## config.mk

```make
export PLATFORM = sky130hd
export DESIGN_NAME = muldiv_ctrl
export DESIGN_NICKNAME = d
export VERILOG_FILES = /design/src/rtl/muldiv_pkg.sv /design/src/rtl/muldiv_iter.sv /design/src/rtl/muldiv_ctrl.sv
export SDC_FILE = /design/constraint.sdc
export NUM_CORES = 1
export LEC_CHECK = 0
export ABC_AREA = 1
export CAP_MARGIN = 10
export CORE_MARGIN = 4
export CORE_UTILIZATION = 50
export CTS_CLUSTER_DIAMETER = 60
export DETAILED_ROUTE_END_ITERATION = 8
export PLACE_DENSITY = 0.8
export RECOVER_POWER = 50
export SLEW_MARGIN = 20
export SYNTH_ARGS = -nofsm -noshare
export SYNTH_HDL_FRONTEND = slang
export SYNTH_SLANG_ARGS = --single-unit
export TNS_END_PERCENT = 1
```

## constraint.sdc

```tcl
create_clock -name clk -period 10.3 [get_ports clk]
set_input_delay 2.575 -clock clk [delete_from_list [all_inputs] [get_ports clk]]
set_output_delay 2.575 -clock clk [all_outputs]
set_load 0.1 [all_outputs]
```

## src/rtl/muldiv_pkg.sv

```systemverilog
// Shared encodings for the multi-cycle multiply/divide controller.
// Divide support is selected by the MULDIV_DIV_EN macro in the RTL that imports this.
package muldiv_pkg;

    localparam logic [1:0] OP_MULT  = 2'b00;
    localparam logic [1:0] OP_MULTU = 2'b01;
    localparam logic [1:0] OP_DIV   = 2'b10;
    localparam logic [1:0] OP_DIVU  = 2'b11;

    localparam logic [1:0] ST_IDLE = 2'd0;
    localparam logic [1:0] ST_RUN  = 2'd1;
    localparam logic [1:0] ST_DONE = 2'd2;

    localparam int         MULDIV_ITER = 32;
    localparam logic [4:0] ITER_LAST   = 5'(MULDIV_ITER - 1);

    function automatic logic [31:0] abs32(input logic [31:0] v);
        return v[31] ? -v : v;
    endfunction

endpackage

```

## src/rtl/muldiv_iter.sv

```systemverilog
// Single combinational step of the shift-add multiplier / restoring divider.
// The divide path exists only when MULDIV_DIV_EN is defined.
module muldiv_iter
    import muldiv_pkg::*;
(
`ifdef MULDIV_DIV_EN
    input  logic        i_div,
`endif
    input  logic [31:0] i_hi,
    input  logic [31:0] i_lo,
    input  logic [31:0] i_opnd,
    output logic [31:0] o_hi,
    output logic [31:0] o_lo
);

    // Multiply: hi accumulates the partial product, lo holds the remaining multiplier bits.
    logic [32:0] w_sum;
    assign w_sum = {1'b0, i_hi} + (i_lo[0] ? {1'b0, i_opnd} : 33'd0);

`ifdef MULDIV_DIV_EN
    // Divide: hi is the partial remainder, lo shifts dividend bits out and quotient bits in.
    logic [32:0] w_shift;
    logic        w_ge;
    logic [31:0] w_sub;

    assign w_shift = {i_hi, i_lo[31]};
    assign w_ge    = (w_shift >= {1'b0, i_opnd});
    assign w_sub   = w_shift[31:0] - i_opnd;

    // NOTE: every output gets a default first so no path through the block leaves a latch.
    always_comb begin
        o_hi = w_sum[32:1];
        o_lo = {w_sum[0], i_lo[31:1]};
        if (i_div) begin
            o_hi = w_ge ? w_sub : w_shift[31:0];
            o_lo = {i_lo[30:0], w_ge};
        end
    end
`else
    assign o_hi = w_sum[32:1];
    assign o_lo = {w_sum[0], i_lo[31:1]};
`endif

endmodule

```

## src/rtl/muldiv_ctrl.sv

```systemverilog
// Multi-cycle MULT/MULTU/DIV/DIVU controller owning HI/LO, with hazard stall output.
// Define MULDIV_DIV_EN to build DIV/DIVU; otherwise divide issues are ignored.
module muldiv_ctrl
    import muldiv_pkg::*;
(
    input  logic        clk,
    input  logic        rst,
    input  logic        start,
    input  logic [1:0]  op,
    input  logic [31:0] busA,
    input  logic [31:0] busB,
    input  logic        mthi,
    input  logic        mtlo,
    input  logic [31:0] wdata,
    input  logic        rd_hi,
    input  logic        rd_lo,
    output logic [31:0] hi,
    output logic [31:0] lo,
    output logic        busy,
    output logic        stall,
    output logic        done
);

    logic [1:0]  r_state;
    logic [4:0]  r_count;
    logic [31:0] r_hi, r_lo;
    logic [31:0] r_acc_hi, r_acc_lo, r_opnd;
    logic        r_div, r_neg_lo, r_neg_hi, r_div_zero, r_done;

    logic        w_is_div, w_signed, w_start_ok;
    logic [31:0] w_a_mag, w_b_mag;
    logic [31:0] w_next_hi, w_next_lo;
    logic [63:0] w_prod;
    logic [31:0] w_res_hi, w_res_lo;

    assign w_signed = ~op[0];
    assign w_a_mag  = w_signed ? abs32(busA) : busA;
    assign w_b_mag  = w_signed ? abs32(busB) : busB;

`ifdef MULDIV_DIV_EN
    assign w_is_div   = op[1];
    assign w_start_ok = start & (r_state == ST_IDLE);
`else
    assign w_is_div   = 1'b0;
    assign w_start_ok = start & ~op[1] & (r_state == ST_IDLE);
`endif

    muldiv_iter u_iter (
`ifdef MULDIV_DIV_EN
        .i_div  (r_div),
`endif
        .i_hi   (r_acc_hi),
        .i_lo   (r_acc_lo),
        .i_opnd (r_opnd),
        .o_hi   (w_next_hi),
        .o_lo   (w_next_lo)
    );

    // Sign fix-up applied once in DONE; divide-by-zero forces an all-ones quotient.
    assign w_prod = r_neg_lo ? -{r_acc_hi, r_acc_lo} : {r_acc_hi, r_acc_lo};

    always_comb begin
        w_res_hi = w_prod[63:32];
        w_res_lo = w_prod[31:0];
        if (r_div) begin
            w_res_hi = r_neg_hi ? -r_acc_hi : r_acc_hi;
            w_res_lo = r_div_zero ? 32'hFFFF_FFFF : (r_neg_lo ? -r_acc_lo : r_acc_lo);
        end
    end

    // NOTE: sequential state uses non-blocking assignments so every register samples pre-edge values.
    always_ff @(posedge clk or posedge rst) begin
        if (rst) begin
            r_state    <= ST_IDLE;
            r_count    <= 5'd0;
            r_hi       <= 32'd0;
            r_lo       <= 32'd0;
            r_acc_hi   <= 32'd0;
            r_acc_lo   <= 32'd0;
            r_opnd     <= 32'd0;
            r_div      <= 1'b0;
            r_neg_lo   <= 1'b0;
            r_neg_hi   <= 1'b0;
            r_div_zero <= 1'b0;
            r_done     <= 1'b0;
        end else begin
            r_done <= 1'b0;
            case (r_state)
                ST_IDLE: begin
                    if (w_start_ok) begin
                        r_state    <= ST_RUN;
                        r_count    <= 5'd0;
                        r_div      <= w_is_div;
                        r_acc_hi   <= 32'd0;
                        r_acc_lo   <= w_is_div ? w_a_mag : w_b_mag;
                        r_opnd     <= w_is_div ? w_b_mag : w_a_mag;
                        r_neg_lo   <= w_signed & (busA[31] ^ busB[31]);
                        r_neg_hi   <= w_is_div & w_signed & busA[31];
                        r_div_zero <= w_is_div & (busB == 32'd0);
                    end else begin
                        if (mthi) r_hi <= wdata;
                        if (mtlo) r_lo <= wdata;
                    end
                end
                ST_RUN: begin
                    r_acc_hi <= w_next_hi;
                    r_acc_lo <= w_next_lo;
                    r_count  <= r_count + 5'd1;
                    if (r_count == ITER_LAST) r_state <= ST_DONE;
                end
                ST_DONE: begin
                    r_hi    <= w_res_hi;
                    r_lo    <= w_res_lo;
                    r_done  <= 1'b1;
                    r_state <= ST_IDLE;
                end
                default: r_state <= ST_IDLE;
            endcase
        end
    end

    assign hi    = r_hi;
    assign lo    = r_lo;
    assign busy  = (r_state != ST_IDLE);
    assign stall = busy & (start | rd_hi | rd_lo | mthi | mtlo);
    assign done  = r_done;

endmodule

```

; ---- Word level (Yosys, flattened, before mapping)
; Cells that the tools add are included.
; Widths: inputs -> output; s select.
[totals]
word_cells = 64
reg_bits = 169
[classes]
n_bitwise = 11
n_mux = 22
addsub = 5
n_eq_ne = 8
n_reduce_logical = 9
[ops]
columns = cell, count
row1 = $mux 32, 11
row2 = $pmux 32 s2, 4
row3 = $mux 64, 1
row4 = $neg 32->32, 2
row5 = $neg 64->64, 1
row6 = $add 32x33->33, 1
row7 = $ne 2x2->1 const B, 5
row8 = $pmux 5 s2, 1
row9 = $reduce_and 2->1, 3
row10 = $reduce_and 3->1, 2
row11 = $reduce_bool 2->1, 3
row12 = $add 5x1->5 const B, 1
row13 = $eq 5x5->1 const B, 1
row14 = $mux 5, 1
row15 = $and 1x1->1, 4
row16 = $mux 2, 2
row17 = $or 1x1->1, 4
row18 = $pmux 2 s2, 1
row19 = $eq 2x1->1 const B, 1
row20 = $eq 2x2->1 const B, 1
row21 = $logic_not 2->1, 1
row22 = $not 1->1, 2
row23 = $mux 1, 1
row24 = $xor 1x1->1, 1

; ---- Logic depth before layout (Yosys ltp)
; Gate-level depths: netlist of the first run.
[depth]
depth_word = 5
depth_mapped = 18
mapped_depth_nobuf = 17

; ---- Cells and area by module
; Synthesis of the first run repeated with hierarchy kept, for this count alone.
[hier_totals]
hier_cells = 2303
hier_area_um2 = 14241.2
[by_module_without_submodules]
columns = mod, cells_each, seq_area_each_um2, area_per_inst_um2, instances
row1 = muldiv_ctrl, 1700, 4229.1, 11370.9, 1
row2 = muldiv_iter, 603, 0.0, 2870.3, 1

; ---- Worst setup path after synthesis of the first run
; Ideal clock, no wire load.
[synth_path]
path_kind = input -> output
start = input rd_hi
end = output stall
path_buffers = 0
path_stages = 3
arrival_ps = 3601
t_required_ps = 7725
setup_slack_ps = 4124
cell_sequence = or4_1 o21ai_0 inv_1
[synth_between]
elab_chain_len = 5
[synth_lines]
columns = item, line_no
row1 = from (decl), muldiv_ctrl.sv:15  ; input logic rd_hi,
row2 = $or 1x1->1 (4 in series), muldiv_ctrl.sv:125  ; assign stall = busy & (start | rd_hi | rd_lo | mthi | mtlo);
row3 = $and 1x1->1, muldiv_ctrl.sv:125
row4 = to (decl), muldiv_ctrl.sv:20  ; output logic stall,
; Every way passes these cells.

; ---- Worst setup path after layout of the first run
[layout_path]
start = input start
end = output stall
[layout_between]
elab_chain_len = 5
[layout_lines]
columns = item, line_no
row1 = from (decl), muldiv_ctrl.sv:8  ; input logic start,
row2 = $or 1x1->1 (4 in series), muldiv_ctrl.sv:125
row3 = $and 1x1->1, muldiv_ctrl.sv:125
; Every way passes these cells.

==> impl_metrics.sql, run 1 <==
INSERT INTO impl_metrics (metric_group, metric, value, unit) VALUES
('clock_network', 'clock_tree.root_cell', 'sky130_fd_sc_hd__clkbuf_16', ''),
('detailed_routing', 'viasPerCell', '5.704', ''),
('grt', 'aggregate_global_route_resource_usage', '0.3042', ''),
('critical_path', 'worst_ep_required_time', '7.73', 'ns'),
('timing', 'max-slew-margin-rel', '-1.864', ''),
('placed_design', 'post-dp-hpwl', '34510', 'um'),
('power_and_ir_drop', 'power.net_switching', '3.026', 'mW'),
('critical_path', 'critical_path_class', 'in2out', ''),
('power_and_ir_drop', 'powerDensity', '340.9', 'mW/mm^2'),
('synthesis', 'syn_area', '0.01306', 'sq mm'),
('synthesis', 'post_synthesis_async_set_or_reset_flop_share', '1.000', ''),
('critical_path', 'timing.critical_path.from_type', 'primary input', ''),
('synthesis', 'synthDominantAreaCellType', 'sky130_fd_sc_hd__dfrtp_1', ''),
('power_and_ir_drop', 'power.total', '5.292', 'mW'),
('synthesis', 'synth_area_leaders', 'sky130_fd_sc_hd__dfrtp_1 (32%), sky130_fd_sc_hd__nand2_1 (17%), sky130_fd_sc_hd__nand3_1 (8.2%)', ''),
('layout', 'diodes', '0', ''),
('synthesis', 'synthDominantCellAreaShare', '0.3238', ''),
('floorplanning', 'core.rowCount', '58', ''),
('grt', 'grt_pass1_wl', '70370', 'um'),
('placed_design', 'globalplace.congestion', '0.9681', ''),
('synthesis', 'syn_avg_cell_area', '6.334', 'sq um'),
('synthesis', 'synth_cell_type_count', '46', ''),
('layout', 'final_common_cell', 'sky130_fd_sc_hd__nand2_1', ''),
('power_and_ir_drop', 'combinational_fraction_of_design_power', '0.627', ''),
('timing', 'report.final.setup_viol', '0', ''),
('detailed_routing', 'met3RoutedLength', '4363', 'um'),
('synthesis', 'syn_nets', '2205', ''),
('floorplanning', 'fp.coreArea', '0.02547', 'sq mm'),
('clock_network', 'cts_tree', 'done', ''),
('synthesis', 'netlist_instances', '2062', ''),
('synthesis', 'number_of_flops_mapped_to_enable_cells_by_yosys', '0', ''),
('outcome', 'result_of_the_run', 'complete, but fails checks', ''),
('critical_path', 'largest_driver_fanout_on_the_critical_path', '2', ''),
('placed_design', 'port_buffers', '171', ''),
('timing', 'final.setup.worst_slack', '2.895', 'ns'),
('timing', 'fin_setup_tns', '0', 'ns'),
('clock_network', 'postCtsSetupBuffers', '0', ''),
('detailed_routing', 'finalWirelength', '44250', 'um'),
('timing', 'clock_skew', '0.009421', 'ns'),
('timing', 'fin_crit_sh', '0.7189', ''),
('clock_network', 'cts.sinks', '169', ''),
('critical_path', 'kind_of_end_point_of_the_critical_path', 'primary output', ''),
('clock_network', 'number_of_buffers_created_by_cts', '17', ''),
('floorplanning', 'initial_core_util', '0.5128', ''),
('timing', 'fin_worst_hold_slack', '0.4771', 'ns'),
('power_and_ir_drop', 'power_report.internal_total', '2.266', 'mW'),
('clock_network', 'clockBufferDepth', '2', ''),
('timing', 'worst_slew_pin_slew', '4.273', 'ns'),
('layout', 'fin_nets', '2337', ''),
('timing', 'finalMaxSlewViolations', '345', ''),
('detailed_routing', 'detailedRoute.firstPassIterationCount', '9', ''),
('floorplanning', 'chipHeight', '169.6', 'um'),
('outcome', 'failed_checks', 'DRC, capacitance limit, slew limit', ''),
('placed_design', 'post_dp_cell_area', '0.01500', 'sq mm'),
('layout', 'layoutNonFillerInstCount', '2537', ''),
('clock_network', 'clkSlewWorstSetupHoldPaths', '0.07', 'ns'),
('clock_network', 'h_tree_depth_reported_by_cts', '4', ''),
('placed_design', 'dp_slack', '3.020', 'ns'),
('detailed_routing', 'drc_errors', '1', ''),
('grt', 'global_route.overflow_total', '0', ''),
('flow_run', 'cap_viol_max_count', '7', ''),
('detailed_routing', 'met2_wirelength', '18380', 'um'),
('layout', 'most-common-layout-cells', 'sky130_fd_sc_hd__nand2_1 (587), sky130_fd_sc_hd__nor2_1 (266), sky130_fd_sc_hd__inv_1 (248)', ''),
('detailed_routing', 'maxUsedRoutingLayer', 'met4', ''),
('timing', 'post-route-min-period', '7.405', 'ns'),
('timing', 'max_clock_freq', '0.1350', 'GHz'),
('clock_network', 'worst_skew_pair_latency', '0.44', 'ns'),
('detailed_routing', 'routedWlPerCell', '17.44', 'um'),
('detailed_routing', 'drt.antenna.violating_nets', '0', ''),
('power_and_ir_drop', 'ir_drop', '0.0003411', 'V'),
('floorplanning', 'design.portCount', '172', '');
final timing paths:
path                                             start                     end  slack (ns)  depth (start not counted)
worst max register to register  r_state[1]$_DFFE_PP0P_       hi[4]$_DFFE_PP0P_        5.07                          7
worst min-delay path            r_count[3]$_DFFE_PP0P_  r_count[3]$_DFFE_PP0P_        0.48                          1
max in group asynchronous                          rst  r_opnd[14]$_DFFE_PP0P_        3.25                          3
worst max-delay path                             start                   stall        2.90                          5
min in group asynchronous                          rst      lo[11]$_DFFE_PP0P_        3.87                          2
worst min register to register  r_count[3]$_DFFE_PP0P_  r_count[3]$_DFFE_PP0P_        0.48                          1
critical path, stage by stage:
cell and delay, ns:
sky130_fd_sc_hd__dlygate4sd3_1 0.55, sky130_fd_sc_hd__or4_1 0.50, sky130_fd_sc_hd__o21ai_0 0.18, sky130_fd_sc_hd__inv_1 0.06, sky130_fd_sc_hd__clkdlybuf4s50_1 0.96
cell usage after synthesis (all sizes together), types with 7 or more instances:
master / instances
inv: 256
ha: 37
o211ai: 9
a21oi: 134
nand4: 22
xor2: 29
a31oi: 15
buf: 15
a2bb2oi: 15
and2: 7
o22ai: 21
clkbuf: 53
nand2: 591
nand3: 214
dfrtp: 169
o221ai: 12
a21boi: 8
o21ai: 110
nor2: 272
or2: 16
nor3: 20
o21bai: 16
registers in the layout, summed over array words and instances (netlist names):
signal	count
r_state	2
r_opnd	32
r_acc_lo	32
lo	32
done	1
hi	32
r_count	5
r_neg_lo	1
r_acc_hi	32
area by class of cell:
cell class / instances / area [sq um] / share of cell area
multi-input cells: 1569 / 7594 / 0.4892
flip-flops and latches: 169 / 4230 / 0.2725
repair buffers: 181 / 1773 / 0.1142
inverters: 256 / 963.4 / 0.06206
clock buffers: 20 / 436.7 / 0.02813
well taps: 330 / 412.9 / 0.02660
clock inverters: 12 / 113.9 / 0.007335
metal layers:
metal | GRT usage | vias up
met4 | 0.1131 | 0
li1 | - | 6988
met1 | 0.4516 | 6584
met3 | 0.04635 | 103
met5 | 0 | -
met2 | 0.4486 | 797
power groups by stage:
stage	Sequential (mW)	Clock, mW	Combinational, mW
floorplan	2.06	0	1.66
global placement	1.34	0	3.19
detailed placement	1.35	0	3.26
CTS	1.34	0.619	3.28
global route	1.40	0.645	3.61
finish	1.36	0.615	3.32
kinds of logic after synthesis:
| group | share of synthesized area |
|---|---|
| AOI/OAI and AO/OA | 0.1552 |
| xor gates and xnor gates | 0.02146 |
| buffers and inverters | 0.09531 |
| adders and majority gates | 0.03698 |
| DFF | 0.3238 |
| and+or+nand+nor | 0.3673 |
Note: power is estimated with default switching activity, not from simulation.
==> inputs of run 2 (changes only) <==
- PLACE_DENSITY: 0.8 -> 0.83
- clock period: 10.3 -> 6 ns (I/O delays scaled with it)
==> run 2 against run 1 <==
Net effect:
- the run ends with capacitance limit, slew limit left
- die area did not move
- worst setup slack got worse by 1.8 ns
- clock power rose by 76%
- non-clock buffer count rose by 1
- hold slack improved by 0.0037 ns
- highest routed layer unchanged
==> impl_metrics.sql, run 2 (synthesis gave the netlist of run 1 again) <==
INSERT INTO impl_metrics (metric_group, metric, value, unit) VALUES
('timing', 'fin_worst_hold_slack', '0.4807', 'ns'),
('layout', 'flow.area_growth_from_synthesis', '19.03', '%'),
('clock_network', 'h_tree_depth_reported_by_cts', '4', ''),
('critical_path', 'worst_ep_required_time', '6.29', 'ns'),
('grt', 'number_of_antenna_violations_at_the_first_check_in_global_routing', '0', ''),
('clock_network', 'worst_skew_pair_latency', '0.44', 'ns'),
('power_and_ir_drop', 'powerDensity', '584.9', 'mW/mm^2'),
('power_and_ir_drop', 'combinational_fraction_of_design_power', '0.625', ''),
('outcome', 'result_of_the_run', 'complete, but fails checks', ''),
('timing', 'grt_setup_unrepaired', 'no', ''),
('timing', 'clock_skew', '0.01261', 'ns'),
('timing', 'report.final.setup_viol', '0', ''),
('power_and_ir_drop', 'seq_power_share', '0.256', ''),
('layout', 'layout.area.seq', '0.004230', 'sq mm'),
('layout', 'final_common_cell', 'sky130_fd_sc_hd__nand2_1', ''),
('placed_design', 'post-dp-hpwl', '34100', 'um'),
('detailed_routing', 'viasPerCell', '5.724', ''),
('power_and_ir_drop', 'power.static_leakage', '7.407', 'nW'),
('critical_path', 'critPathMostFrequentCell', 'sky130_fd_sc_hd__nor2_1', ''),
('critical_path', 'worst_path_dominant_cell_family', 'buffers and inverters', ''),
('critical_path', 'cp_slowest_cell', 'sky130_fd_sc_hd__clkbuf_1', ''),
('placed_design', 'dp_slack', '1.648', 'ns'),
('critical_path', 'crit_arrival', '5.18', 'ns'),
('power_and_ir_drop', 'power.share.clock', '0.119', ''),
('layout', 'nFillCells', '2386', ''),
('timing', 'post-route-min-period', '4.882', 'ns'),
('floorplanning', 'design.portCount', '172', ''),
('power_and_ir_drop', 'switching_share', '0.5678', ''),
('clock_network', 'clockBufferDepth', '2', ''),
('layout', 'diodes', '0', ''),
('layout', 'most-common-layout-cells', 'sky130_fd_sc_hd__nand2_1 (587), sky130_fd_sc_hd__nor2_1 (266), sky130_fd_sc_hd__inv_1 (248)', ''),
('clock_network', 'cts.sinks', '169', ''),
('critical_path', 'largest_driver_fanout_on_the_critical_path', '33', ''),
('timing', 'max-slew-margin-rel', '-0.5302', ''),
('critical_path', 'critical_path_class', 'in2reg', ''),
('critical_path', 'critical_path_buf_inv_count', '4', ''),
('grt', 'maximum_number_of_pins_on_one_net_before_global_route_repair', '170', ''),
('clock_network', 'postCtsSetupBuffers', '0', ''),
('clock_network', 'cts_tree', 'done', ''),
('clock_network', 'cts.hold.buffers_added', '0', ''),
('clock_network', 'number_of_buffers_created_by_cts', '17', ''),
('detailed_routing', 'drc_errors', '0', ''),
('timing', 'worst_slew_pin_slew', '2.295', 'ns'),
('floorplanning', 'die_x', '169.6', 'um'),
('outcome', 'failed_checks', 'capacitance limit, slew limit', ''),
('floorplanning', 'fp.coreArea', '0.02547', 'sq mm'),
('timing', 'final-hold-violation-count', '0', ''),
('grt', 'first_global_vias', '13220', ''),
('grt', 'aggregate_global_route_resource_usage', '0.2978', ''),
('critical_path', 'critical_path.cell_chain', 'dlygate4sd3_1, inv_1, nor3_4, nor2_1, o21ai_2, clkbuf_1, inv_2, nor2_1, a31oi_1', ''),
('power_and_ir_drop', 'ir_drop', '0.0006727', 'V'),
('timing', 'max_clock_freq', '0.2048', 'GHz'),
('clock_network', 'clkSlewWorstSetupHoldPaths', '0.07', 'ns'),
('floorplanning', 'fp.dieArea', '0.02877', 'sq mm'),
('hold_path', 'min_path_type', 'reg2reg', ''),
('detailed_routing', 'detailedRoute.firstPassIterationCount', '6', ''),
('layout', 'fin_nets', '2338', ''),
('detailed_routing', 'drt.antenna.violating_nets', '0', ''),
('detailed_routing', 'finalWirelength', '43540', 'um'),
('power_and_ir_drop', 'power_report.internal_total', '3.930', 'mW'),
('detailed_routing', 'num_vias', '14520', ''),
('detailed_routing', 'routedWlPerCell', '17.16', 'um'),
('power_and_ir_drop', 'power.net_switching', '5.164', 'mW'),
('timing', 'finalMaxSlewViolations', '236', ''),
('grt', 'global_route.overflow_total', '0', ''),
('detailed_routing', 'detailedRoute.firstIterationViolations', '1935', ''),
('clock_network', 'clock_tree.root_cell', 'sky130_fd_sc_hd__clkbuf_16', ''),
('layout', 'multiInputGateArea', '0.007597', 'sq mm'),
('critical_path', 'kind_of_end_point_of_the_critical_path', 'register', ''),
('placed_design', 'globalplace.congestion', '0.9742', ''),
('critical_path', 'worst_path_largest_cell_delay', '1.22', 'ns'),
('grt', 'grt_pass1_wl', '69320', 'um'),
('timing', 'fin_setup_tns', '0', 'ns'),
('floorplanning', 'initial_core_util', '0.5128', ''),
('floorplanning', 'chipHeight', '169.6', 'um'),
('timing', 'final.setup.worst_slack', '1.118', 'ns'),
('floorplanning', 'core.rowCount', '58', ''),
('timing', 'fin_crit_sh', '0.8136', ''),
('flow_run', 'cap_viol_max_count', '3', ''),
('critical_path', 'timing.critical_path.from_type', 'primary input', ''),
('placed_design', 'port_buffers', '171', ''),
('layout', 'post_route_cells_drive_above_1_share', '0.03308', ''),
('clock_network', 'cts_resized', '0', '');
-- run 2: changes by cell type in the layout (fill, tap and decap cells not counted), sizes merged --
cell and change:
buf +2, clkdlybuf4s50 -2, bufinv +1, clkbuf -1, dlygate4sd3 +1, inv -1
-- run 2: routing by layer --
metal,track usage,up-vias,wire [um]
met5,0,-,0
met4,0.09205,0,1368
met3,0.05218,83,5096
met2,0.4481,857,18360
met1,0.4385,6605,18710
li1,-,6978,-
-- run 2: area by class of cell --
cell class | count | share of cell area
clock buffers | 19 | 0.02849
clock inverters | 12 | 0.007565
inverters | 256 | 0.06213
multi-input cells | 1569 | 0.4887
flip-flops and latches | 169 | 0.2721
well taps | 330 | 0.02656
repair buffers | 182 | 0.1145
-- run 2: per-stage QoR --
stage / cell area [sq um] / std cells / utilization / total power [mW]
floorplan: 13070 / 2062 / - / 6.398
global placement: 15010 / 2506 / 0.5894 / 7.754
detailed placement: 15010 / 2506 / 0.5894 / 7.906
CTS: 15570 / 2537 / 0.6114 / 9.003
global route: 15550 / 2537 / 0.6104 / 9.718
finish: 15550 / 2537 / 0.6104 / 9.094
-- run 2: final timing paths --
check,slack (ns),to,depth (start not counted),start
max in group asynchronous,2.01,r_neg_lo$_DFFE_PP0P_,3,rst
hold reg to reg,0.48,r_count[3]$_DFFE_PP0P_,1,r_count[3]$_DFFE_PP0P_
setup / recovery,1.12,lo[3]$_DFFE_PP0P_,9,start
min in group asynchronous,2.36,lo[0]$_DFFE_PP0P_,3,rst
setup reg to reg,2.19,lo[3]$_DFFE_PP0P_,9,r_state[1]$_DFFE_PP0P_
hold / removal,0.48,r_count[3]$_DFFE_PP0P_,1,r_count[3]$_DFFE_PP0P_
-- run 2: power groups by stage --
stage	clock (mW)	sequential, mW	combinational (mW)
6_report	1.08	2.33	5.69
5_1_grt	1.13	2.38	6.20
4_1_cts	1.08	2.29	5.62
3_5_place_dp	0	2.31	5.59
3_3_place_gp	0	2.29	5.46
2_1_floorplan	0	3.54	2.85
